`src/rtl/fetch_unit_if.sv`:
```
// Handshake bundle between the fetch unit, the instruction memory read port and decode.
// The master side is the fetch unit; the slave side is memory plus decode.
interface fetch_unit_if #(
    parameter int ADDR_W = 12
);
    logic [ADDR_W-1:0] imem_addr;
    logic [31:0]       imem_data;
    logic              redirect_valid;
    logic [31:0]       redirect_pc;
    logic              out_valid;
    logic              out_ready;
    logic [31:0]       out_pc;
    logic [31:0]       out_instr;

    modport master (
        output imem_addr,
        input  imem_data,
        input  redirect_valid,
        input  redirect_pc,
        output out_valid,
        input  out_ready,
        output out_pc,
        output out_instr
    );

    modport slave (
        input  imem_addr,
        output imem_data,
        output redirect_valid,
        output redirect_pc,
        input  out_valid,
        output out_ready,
        input  out_pc,
        input  out_instr
    );
endinterface

```
`src/rtl/fetch_unit.sv`:
```
// Instruction fetch: owns the PC, tracks the one-cycle memory read latency and
// buffers returned words in a small FIFO so decode can apply backpressure.
module fetch_unit #(
    parameter logic [31:0] RESET_PC = 32'h0000_0000,
    parameter int          ADDR_W   = 12,
    parameter int          DEPTH    = 2
) (
    input logic          clk,
    input logic          reset,
    fetch_unit_if.master bus
);
    localparam int CNT_W = $clog2(DEPTH + 1);
    localparam int PTR_W = (DEPTH > 1) ? $clog2(DEPTH) : 1;
    localparam int OCC_W = CNT_W + 1;

    logic [31:0]      fetchPc_q, fetchPc_d;
    logic             inflight_q, inflight_d;
    logic [31:0]      inflightPc_q, inflightPc_d;
    logic [CNT_W-1:0] count_q, count_d;
    logic [PTR_W-1:0] head_q, head_d;
    logic [PTR_W-1:0] tail_q, tail_d;
    logic [31:0]      fifoPc_q    [DEPTH];
    logic [31:0]      fifoInstr_q [DEPTH];

    logic             pop;
    logic             push;
    logic             issue;
    logic [OCC_W-1:0] occupancy;

    function automatic logic [PTR_W-1:0] nextPtr(input logic [PTR_W-1:0] ptr);
        if (ptr == PTR_W'(DEPTH - 1)) begin
            return '0;
        end
        return ptr + PTR_W'(1);
    endfunction

    assign bus.out_valid = (count_q != '0);
    assign bus.out_pc    = bus.out_valid ? fifoPc_q[head_q]    : 32'h0;
    assign bus.out_instr = bus.out_valid ? fifoInstr_q[head_q] : 32'h0;
    assign bus.imem_addr = fetchPc_q[ADDR_W+1:2];

    assign pop  = bus.out_valid & bus.out_ready;
    assign push = inflight_q & ~bus.redirect_valid;

    // A read is only issued if a FIFO slot is guaranteed free when its data returns.
    assign occupancy = OCC_W'(count_q) + OCC_W'(inflight_q) - OCC_W'(pop);
    assign issue     = ~bus.redirect_valid & (occupancy < OCC_W'(DEPTH));

    always_comb begin
        fetchPc_d    = fetchPc_q;
        inflight_d   = 1'b0;
        inflightPc_d = inflightPc_q;
        count_d      = count_q;
        head_d       = head_q;
        tail_d       = tail_q;

        if (bus.redirect_valid) begin
            fetchPc_d = bus.redirect_pc & 32'hFFFF_FFFC;
            count_d   = '0;
            head_d    = '0;
            tail_d    = '0;
        end else begin
            if (issue) begin
                inflight_d   = 1'b1;
                inflightPc_d = fetchPc_q;
                fetchPc_d    = fetchPc_q + 32'd4;
            end
            if (push) begin
                tail_d = nextPtr(tail_q);
            end
            if (pop) begin
                head_d = nextPtr(head_q);
            end
            count_d = count_q + CNT_W'(push) - CNT_W'(pop);
        end
    end

    always_ff @(posedge clk) begin
        if (reset) begin
            fetchPc_q    <= RESET_PC;
            inflight_q   <= 1'b0;
            inflightPc_q <= 32'h0;
            count_q      <= '0;
            head_q       <= '0;
            tail_q       <= '0;
        end else begin
            fetchPc_q    <= fetchPc_d;
            inflight_q   <= inflight_d;
            inflightPc_q <= inflightPc_d;
            count_q      <= count_d;
            head_q       <= head_d;
            tail_q       <= tail_d;
        end
    end

    // Payload storage needs no reset; the outputs are gated by the entry count.
    always_ff @(posedge clk) begin
        if (!reset && push) begin
            fifoPc_q[tail_q]    <= inflightPc_q;
            fifoInstr_q[tail_q] <= bus.imem_data;
        end
    end
endmodule

```
`src/flat_wrapper.sv`:
```
// flat-port wrapper written by rule: the top's interface ports become plain ports
module fetch_unit_flat 
#(
    parameter logic [31:0] RESET_PC = 32'h0000_0000,
    parameter int          ADDR_W   = 12,
    parameter int          DEPTH    = 2
)
  (clk, reset, bus_imem_addr, bus_imem_data, bus_redirect_valid, bus_redirect_pc, bus_out_valid, bus_out_ready, bus_out_pc, bus_out_instr);
  fetch_unit_if #(.ADDR_W(ADDR_W)) bus_i ();
  input logic clk;
  input logic reset;
  output wire logic [$bits(bus_i.imem_addr)-1:0] bus_imem_addr;
  input wire logic [$bits(bus_i.imem_data)-1:0] bus_imem_data;
  input wire logic [$bits(bus_i.redirect_valid)-1:0] bus_redirect_valid;
  input wire logic [$bits(bus_i.redirect_pc)-1:0] bus_redirect_pc;
  output wire logic [$bits(bus_i.out_valid)-1:0] bus_out_valid;
  input wire logic [$bits(bus_i.out_ready)-1:0] bus_out_ready;
  output wire logic [$bits(bus_i.out_pc)-1:0] bus_out_pc;
  output wire logic [$bits(bus_i.out_instr)-1:0] bus_out_instr;
  assign bus_imem_addr = bus_i.imem_addr;
  assign bus_i.imem_data = bus_imem_data;
  assign bus_i.redirect_valid = bus_redirect_valid;
  assign bus_i.redirect_pc = bus_redirect_pc;
  assign bus_out_valid = bus_i.out_valid;
  assign bus_i.out_ready = bus_out_ready;
  assign bus_out_pc = bus_i.out_pc;
  assign bus_out_instr = bus_i.out_instr;
  fetch_unit #(.RESET_PC(RESET_PC), .ADDR_W(ADDR_W), .DEPTH(DEPTH)) u_core (.clk(clk), .reset(reset), .bus(bus_i));
endmodule
```
`config.mk`:
```
export PLATFORM = sky130hd
export DESIGN_NAME = fetch_unit_flat
export DESIGN_NICKNAME = d
export VERILOG_FILES = /design/src/rtl/fetch_unit_if.sv /design/src/rtl/fetch_unit.sv /design/src/flat_wrapper.sv
export SDC_FILE = /design/constraint.sdc
export NUM_CORES = 1
export LEC_CHECK = 0
export CELL_PAD_IN_SITES_DETAIL_PLACEMENT = 1
export CELL_PAD_IN_SITES_GLOBAL_PLACEMENT = 2
export CORE_UTILIZATION = 37
export CTS_BUF_LIST = sky130_fd_sc_hd__clkbuf_16
export CTS_CLUSTER_SIZE = 25
export DETAILED_ROUTE_END_ITERATION = 8
export GPL_TIMING_DRIVEN = 0
export PLACE_DENSITY_LB_ADDON = 0.1
export SYNTH_ARGS = -nofsm -noshare
export SYNTH_HDL_FRONTEND = slang
export SYNTH_SLANG_ARGS = --single-unit
export TNS_END_PERCENT = 5
```
`constraint.sdc`:
```
create_clock -name clk -period 21.1 [get_ports clk]
set_clock_uncertainty 0.2 [all_clocks]
set_input_delay 4.22 -clock clk [delete_from_list [all_inputs] [get_ports clk]]
set_output_delay 4.22 -clock clk [all_outputs]
set_load 0.03 [all_outputs]
```
* Yosys cells after proc, flatten, opt, wreduce, memory -nomap -nowiden
Memories as Yosys holds them, arrays and structs flattened. A register that Yosys moved wholly into a read port is not among the register bits.
Cells that the tools add are included.
** Storage, ports and cells
- Input port bits :: 68
- RAM bits :: 128
- Latch bits :: 0
- Output and inout bits :: 77
- Register bits :: 69
- Memory bits (read-only) :: 0
- Memories :: 2
** Cells by class
- Mux-type cells :: 21
- Eq/ne operators :: 0
- Shift-type cells :: 0
- Divide/modulo/power cells :: 0
- Bitwise gates (word level) :: 4
- Reduce and logical (&&, ||, !) cells :: 6
- Multiply operators :: 0
- Add/sub/neg operators :: 7
- Magnitude comparators :: 1
** Memories
- u_core.fifoInstr_q :: depth 2, width 32, rd ports 1, clocked after memory_dff 1, wr ports 1, line fetch_unit.sv:23 : logic [31:0] fifoInstr_q [DEPTH];
- u_core.fifoPc_q :: depth 2, width 32, rd ports 1, clocked after memory_dff 1, wr ports 1, line fetch_unit.sv:22 : logic [31:0] fifoPc_q [DEPTH];
** Operator list (count)
- 2-to-1 mux 32 bit :: 4
- adder 32 x 3 -> 32 bit (second input constant) :: 1
- 2-to-1 mux 1 bit :: 17
- nonzero test 2 bit :: 2
- adder 2 x 1 -> 3 bit :: 1
- bitwise AND 1 bit :: 3
- less-than comparator 3 x 2 -> 1 bit (second input constant) :: 1
- subtractor 3 x 1 -> 3 bit :: 1
- adder 1 bit (second input constant) :: 2
- adder 2 x 1 -> 2 bit :: 1
- AND reduction 2 bit :: 1
- OR reduction 2 bit :: 1
- subtractor 2 x 1 -> 2 bit :: 1
- logical AND 1 bit :: 1
- logical NOT 1 bit :: 1
- NOT 1 bit :: 1

* Depth between registers and ports, before layout
Gate-level depths: netlist of the first run.
- Depth after elaboration :: 7
- Mapped depth :: 12

* Worst setup path after synthesis of the first run
Ideal clock, no wire load.
- Path kind :: input to register
- From :: input bus_redirect_valid
- To :: memory u_core.fifoInstr_q[0][0], enable pin
- Setup slack :: 9.650 ns
- Data required time :: 20.265 ns
- Arrival time :: 10.615 ns
- Cell stages on the path :: 3
- Library setup time :: 0.635 ns
- Cells stage by stage :: clkbuf_1 -> clkbuf_1 -> nor4_1
** Between the ends
- Longest elaborated chain between the ends :: 5
** Ends and longest elaborated chain
- start: declaration :: line flat_wrapper.sv:14 : input wire logic [$bits(bus_i.redirect_valid)-1:0] bus_redirect_valid;
- NOT 1 bit :: line fetch_unit.sv:43 : assign push = inflight_q & ~bus.redirect_valid;
- bitwise AND 1 bit :: line fetch_unit.sv:43
- logical AND 1 bit :: line fetch_unit.sv:98 : if (!reset && push) begin
- 2-to-1 mux 1 bit :: line fetch_unit.sv:98
- 2-to-1 mux 1 bit (implied by the code) :: line fetch_unit.sv:100 : fifoInstr_q[tail_q] <= bus.imem_data;
- end: declaration :: line fetch_unit.sv:23
Every way passes these cells.

* Worst setup path after layout of the first run
- From :: input bus_redirect_valid
- To :: memory u_core.fifoPc_q[0][24], enable pin
** Between the ends
- Longest elaborated chain between the ends :: 5
** Ends and longest elaborated chain
- NOT 1 bit :: line fetch_unit.sv:43
- bitwise AND 1 bit :: line fetch_unit.sv:43
- logical AND 1 bit :: line fetch_unit.sv:98
- 2-to-1 mux 1 bit :: line fetch_unit.sv:98
- 2-to-1 mux 1 bit (implied by the code) :: line fetch_unit.sv:99 : fifoPc_q[tail_q] <= inflightPc_q;
- end: declaration :: line fetch_unit.sv:22
Every way passes these cells.

==> run metrics, run 1 <==
Fin. Hold Viols 0; hpwl dp 14.45 mm; post_cts resized 0; Post-synth ARST share 0%; Tightest Pin Transition 1155 ps; worst endpoint required time 21,030 ps; sequential area share after synthesis 64.02%; Overall Power 820.0 uW; nets 918; Multi-input gate area 0.002537 mm^2; most frequent cells in the layout 140 x clkdlybuf4s50_1, 124 x edfxtp_1, 89 x nor2_1; Main synth FF type edfxtp_1; register area 0.005045 mm^2; Non-Filler Instances 1,133; Critical Path AT 7620 ps; hold buffer count at CTS 0; CTS Sinks 190; leak pwr 3.412 nW; Power Dens Cells 79.36 mW/mm^2; Routed wire per std cell 17.89 um; number of synthesized register bits 190; setup bufs post-CTS 0; vias in the first global route 6,130; CTS tree built; Root Driver clkbuf_16; drc violations 0; fraction of layout cells with a size suffix above 1 7.110%; Tmin final 7689 ps; Initial Util 37.60%; io pins 145; Worst setup SP type input pin; Mapped Cells 675; final setup margin 13,410 ps; final wirelength 20.27 mm; reg2reg end u_core.fetchPc_q[23]; Worst path top cell family by delay buffers and inverters; Fin Setup TNS 0 ps; total track usage 19.26%; CP max stage delay 980 ps; via count 5,753; # H-tree levels 4; met1 Usage GRT 24.50%; mapped cell area 0.007880 mm^2; number of diodes 0; Worst Setup EP u_core.fifoPc_q[0][24]; synth unique cells 40; row count 53; initial antenna violation count 0; worst vdd ir 59.84 uV; placed instance count 1,101; maximum fanout along the worst path 10; Bufs on Longest Clock Path 2; DRT Pass-1 Iters 4; vias per cell 5.078; first-pass GRT wire length 32.28 mm; Worst Path Buf+Inv 10; fin crit share 36.44%; Register-to-Register Path Depth 12; Syn Area/Cell 11.67 um^2; Die ar. 0.02188 mm^2; WP depth 11; Max Cap Viol 0; Layout fillers 2,250; YS warnings 0; area post-placement 0.009727 mm^2; Critical R2R Launch u_core.count_q[1]; Die X 147.9 um; status complete, no violations; number of flops mapped to enable cells by yosys 124; IO buf count 140; Post-DRT Antenna Nets 0; Achievable Freq 0.1301 GHz; Rel. slew slack 22.28%; CTS buffer count 17; core area 0.02096 mm^2; DIE HEIGHT 147.9 um; endpoint type of the worst setup path register; RSZ-0062 raised after global routing no; Area Overhead vs Synth 31.12%; gr ovfl total 0; pre-CTS setup slack 12,900 ps; commonest non-fill, non-tap cell in the layout clkdlybuf4s50_1; most used cell, CP buf_4; critical path's slowest cell nor4_2; met3 Use GR 4.290%; Hold Crit Class register to register; crit path cell chain clkdlybuf4s50_1 > clkbuf_1 > clkbuf_1 > nor4_2 > buf_6 > buf_4 > buf_4 > buf_6 > buf_4 > buf_4 > buf_4; Design Area, Final 0.01033 mm^2; final setup violating endpoints 0; flop-to-flop setup slack 16,450 ps; Max Transition Viols Final 0; pin count of the biggest net entering global routing 63; CP Class input pin to register; detailed router's first-iteration violation count 268; clk_lat worst skew 430 ps; met2 usage 32.71%; CTS clock-pin slew for the worst setup and hold paths 70 ps; CP startpoint bus_redirect_valid; GP Congestion 0.8258; most used routing layer met2
[metrics by stage]
stage,util [%],hold WS [ps]
final,49.31,258.3
after global routing,49.31,269.1
after CTS,49.31,255.9
after detailed placement,46.42,240.8
after global placement,45.95,232.0
after floorplan,-,225.4
[how the worst min path moves through the flow]
stage                                  from                      to  slack, ps  cells past startpoint
floorplan           u_core.inflightPc_q[10]  u_core.fifoPc_q[0][10]        230                      0
global placement     u_core.inflightPc_q[7]   u_core.fifoPc_q[1][7]        230                      0
CTS                 u_core.inflightPc_q[15]  u_core.fifoPc_q[0][15]        260                      0
global route         u_core.inflightPc_q[2]   u_core.fifoPc_q[0][2]        270                      0
finish               u_core.inflightPc_q[6]   u_core.fifoPc_q[1][6]        260                      0
detailed placement  u_core.inflightPc_q[14]  u_core.fifoPc_q[1][14]        240                      0
[layer usage]
| metal | wire, um | share of wire (%) | vias to the layer above |
|---|---|---|---|
| met2 | 10070 | 50 | 136 |
| met1 | 8973 | 44 | 2826 |
| met3 | 971 | 4.8 | 17 |
| met4 | 246 | 1.2 | 0 |
| li1 | - | - | 2774 |
| met5 | 0 | 0 | - |
[flip-flops by register name, summed over array words and instances, names as in the netlist, named ones only]
name,count
u_core.fifoInstr_q,64
u_core.fifoPc_q,60
u_core.fetchPc_q,30
u_core.inflightPc_q,30
u_core.count_q,2
u_core.head_q,1
u_core.inflight_q,1
u_core.tail_q,1
[power by group]
part / internal (mW) / switching, mW
combinational: 0.0334 / 0.0418
clock: 0.179 / 0.150
sequential: 0.406 / 0.0102
total: 0.618 / 0.202
[synthesized netlist by cell type, drive strengths merged (11+ instances only)]
cell | instances | area share, %
nand4 | 11 | 0.87
inv | 14 | 0.67
edfxtp | 124 | 47
a211oi | 11 | 1.0
a21oi | 36 | 2.3
buf | 19 | 1.6
nand2 | 75 | 3.6
dfxtp | 66 | 17
nand3 | 18 | 1.1
clkbuf | 36 | 1.7
mux2i | 62 | 7.9
nor2 | 89 | 4.2
[logic make-up (layout without fill, tap and decap cells)]
| kind of cell | after synthesis | count (layout) | synth area share [%] |
|---|---|---|---|
| other | 1 | 2 | 0.04759 |
| xor gates and xnor gates | 13 | 13 | 1.445 |
| DFF | 190 | 190 | 64.02 |
| buffers and inverters | 69 | 251 | 3.969 |
| adders and majority gates | 5 | 5 | 0.8892 |
| muxes | 62 | 62 | 7.876 |
| and+or+nand+nor | 250 | 250 | 14.88 |
| AOI/OAI and AO/OA | 85 | 85 | 6.875 |
[area by class of cell]
| type | instances | area share [%] |
|---|---|---|
| timing repair buffer | 150 | 14.40 |
| inverter | 14 | 0.5086 |
| sequential | 190 | 48.83 |
| buffer | 55 | 2.519 |
| clock inverter | 15 | 1.744 |
| tap | 275 | 3.330 |
| clock buffer | 17 | 4.117 |
| multi-input combinational | 417 | 24.56 |
[worst register-to-register path, cell delays in order, from the launching register on]
cell      delay, ps
dfxtp_1         400
nor2_1          690
inv_1           120
and2_1          250
ha_1            300
nand2b_1        150
fa_1            480
buf_2           190
nand3_1         210
or4_4           630
clkbuf_1        310
o31ai_1         390
a311oi_1        160
No activity file was read; power rests on OpenSTA's default activity.
==> run 2, diff against run 1 <==
--- a/config.mk
+++ b/config.mk
@@ -7,7 +7,7 @@
 export LEC_CHECK = 0
 export CELL_PAD_IN_SITES_DETAIL_PLACEMENT = 1
 export CELL_PAD_IN_SITES_GLOBAL_PLACEMENT = 2
-export CORE_UTILIZATION = 37
+export CORE_UTILIZATION = 31
 export CTS_BUF_LIST = sky130_fd_sc_hd__clkbuf_16
 export CTS_CLUSTER_SIZE = 25
 export DETAILED_ROUTE_END_ITERATION = 8
==> constraint.sdc (replaced) <==
create_clock -name clk -period 6.7 [get_ports clk]
set_clock_uncertainty 0.2 [all_clocks]
set_input_delay 1.34 -clock clk [delete_from_list [all_inputs] [get_ports clk]]
set_output_delay 1.34 -clock clk [all_outputs]
set_load 0.03 [all_outputs]
==> run metrics, run 2 (same netlist as run 1, synthesis figures left out) <==
status complete, no violations; RSZ-0062 raised after global routing no; Switching Share 25.45%; Max Cap Viol 0; drc violations 0; Routed wire per std cell 17.65 um; worst endpoint required time 6850 ps; row count 57; nets 914; commonest non-fill, non-tap cell in the layout clkdlybuf4s50_1; Post-DRT Antenna Nets 0; DRT Pass-1 Iters 5; fraction of layout cells with a size suffix above 1 6.792%; IO buf count 140; WL met1 9.394 mm; CP Class input pin to register; hold slack 262.3 ps; CTS Sinks 190; max FFs per register 64; Hold Crit Class register to register; worst vdd ir 139.9 uV; pin count of the biggest net entering global routing 48; fin crit share 71.23%; CTS buffer count 17; most frequent cells in the layout 140 x clkdlybuf4s50_1, 124 x edfxtp_1, 89 x nor2_1; setup bufs post-CTS 0; clk_lat worst skew 440 ps; first-pass GRT wire length 32.49 mm; hold buffer count at CTS 0; Bufs on Longest Clock Path 2; gr ovfl total 0; Worst path top cell family by delay simple AND/OR/NAND/NOR gates; P_sw 654.2 uW; Fin. Hold Viols 0; Root Driver clkbuf_16; Multi-input gate area 0.002546 mm^2; final setup violating endpoints 0; Rel. slew slack 14.31%; leak pwr 3.395 nW; total track usage 16.30%; io pins 145; vias per cell 4.812; final wirelength 20.80 mm; vias in the first global route 5,948; DR WL met3 855 um; Worst Path Buf+Inv 2; post_cts resized 0; via count 5,668; crit path cell chain clkdlybuf4s50_1 > and2_1 > ha_1 > nand2b_1 > fa_1 > buf_2 > nand3_1 > nor4_1 > a211oi_1 > nor4_1; Layout fillers 2,684; Met2 Wirelength 10.42 mm; core area 0.02460 mm^2; endpoint type of the worst setup path register; top layer in use met4; number of diodes 0; sequential share of power 51.0%; Max Transition Viols Final 0; Die ar. 0.02606 mm^2; DIE HEIGHT 161.4 um; area post-placement 0.009798 mm^2; Comb pwr share 9.2%; Area Overhead vs Synth 31.90%; detailed router's first-iteration violation count 218; Tmin final 4772 ps; Die X 161.4 um; Design Area, Final 0.01039 mm^2; Critical Path AT 4920 ps; Biggest register u_core.fifoInstr_q; Power Dens Cells 247.4 mW/mm^2; GP Congestion 0.8151; Int Pwr 1.917 mW; Initial Util 32.03%; Tightest Pin Transition 1274 ps; hpwl dp 15.07 mm; CTS clock-pin slew for the worst setup and hold paths 80 ps; Worst setup SP type input pin; Achievable Freq 0.2096 GHz; # H-tree levels 4; CP max stage delay 1110 ps; critical path's slowest cell nor4_1; maximum fanout along the worst path 8; Largest regs u_core.fifoInstr_q (64), u_core.fifoPc_q (60); CTS tree built; register area 0.005045 mm^2; most used cell, CP nor4_1; clock share of power 39.8%; initial antenna violation count 0
## run 2: changes by cell type in the layout (fill, tap and decap cells not counted), sizes merged
cell,change
bufinv,-1
buf,-4
inv,+1
## run 2: cell type report
class	count	area share, %
plain buffers	55	2.504
multi-input cells	417	24.50
inverters	14	0.5056
repair buffers	146	14.33
clock buffers	17	4.093
flip-flops and latches	190	48.54
well taps	324	3.900
clock inverters	15	1.637
## run 2: worst paths after layout
path	startpoint	end	slack, ps	depth (start not counted)
max	bus_out_ready	u_core.fetchPc_q[25]	1930	10
min	u_core.inflightPc_q[10]	u_core.fifoPc_q[1][10]	260	0
max reg2reg	u_core.count_q[1]	u_core.fetchPc_q[25]	1930	11
min reg2reg	u_core.inflightPc_q[10]	u_core.fifoPc_q[1][10]	260	0
## run 2: power by group through the flow
stage	clock [mW]	sequential [mW]	combinational (mW)
after floorplan	0	1.33	0.129
after global placement	0	1.34	0.231
after detailed placement	0	1.34	0.239
after CTS	1.05	1.31	0.240
after global routing	1.10	1.31	0.257
final	1.02	1.31	0.237
## run 2: through the flow
stage,power (mW),worst slack [ps],TNS (ps),instances,utilization [%]
floorplan,1.455,762.2,0,676,-
global placement,1.567,-2234,-138070,1140,39.41
detailed placement,1.576,1518,0,1146,39.82
CTS,2.603,1806,0,1178,42.24
global route,2.667,1522,0,1178,42.24
finish,2.571,1928,0,1178,42.24
## run 2: routing by layer
metal	global-route usage (%)	vias to the layer above
li1	-	2771
met5	0	-
met3	2.876	12
met2	28.17	118
met1	20.73	2767
met4	4.889	0
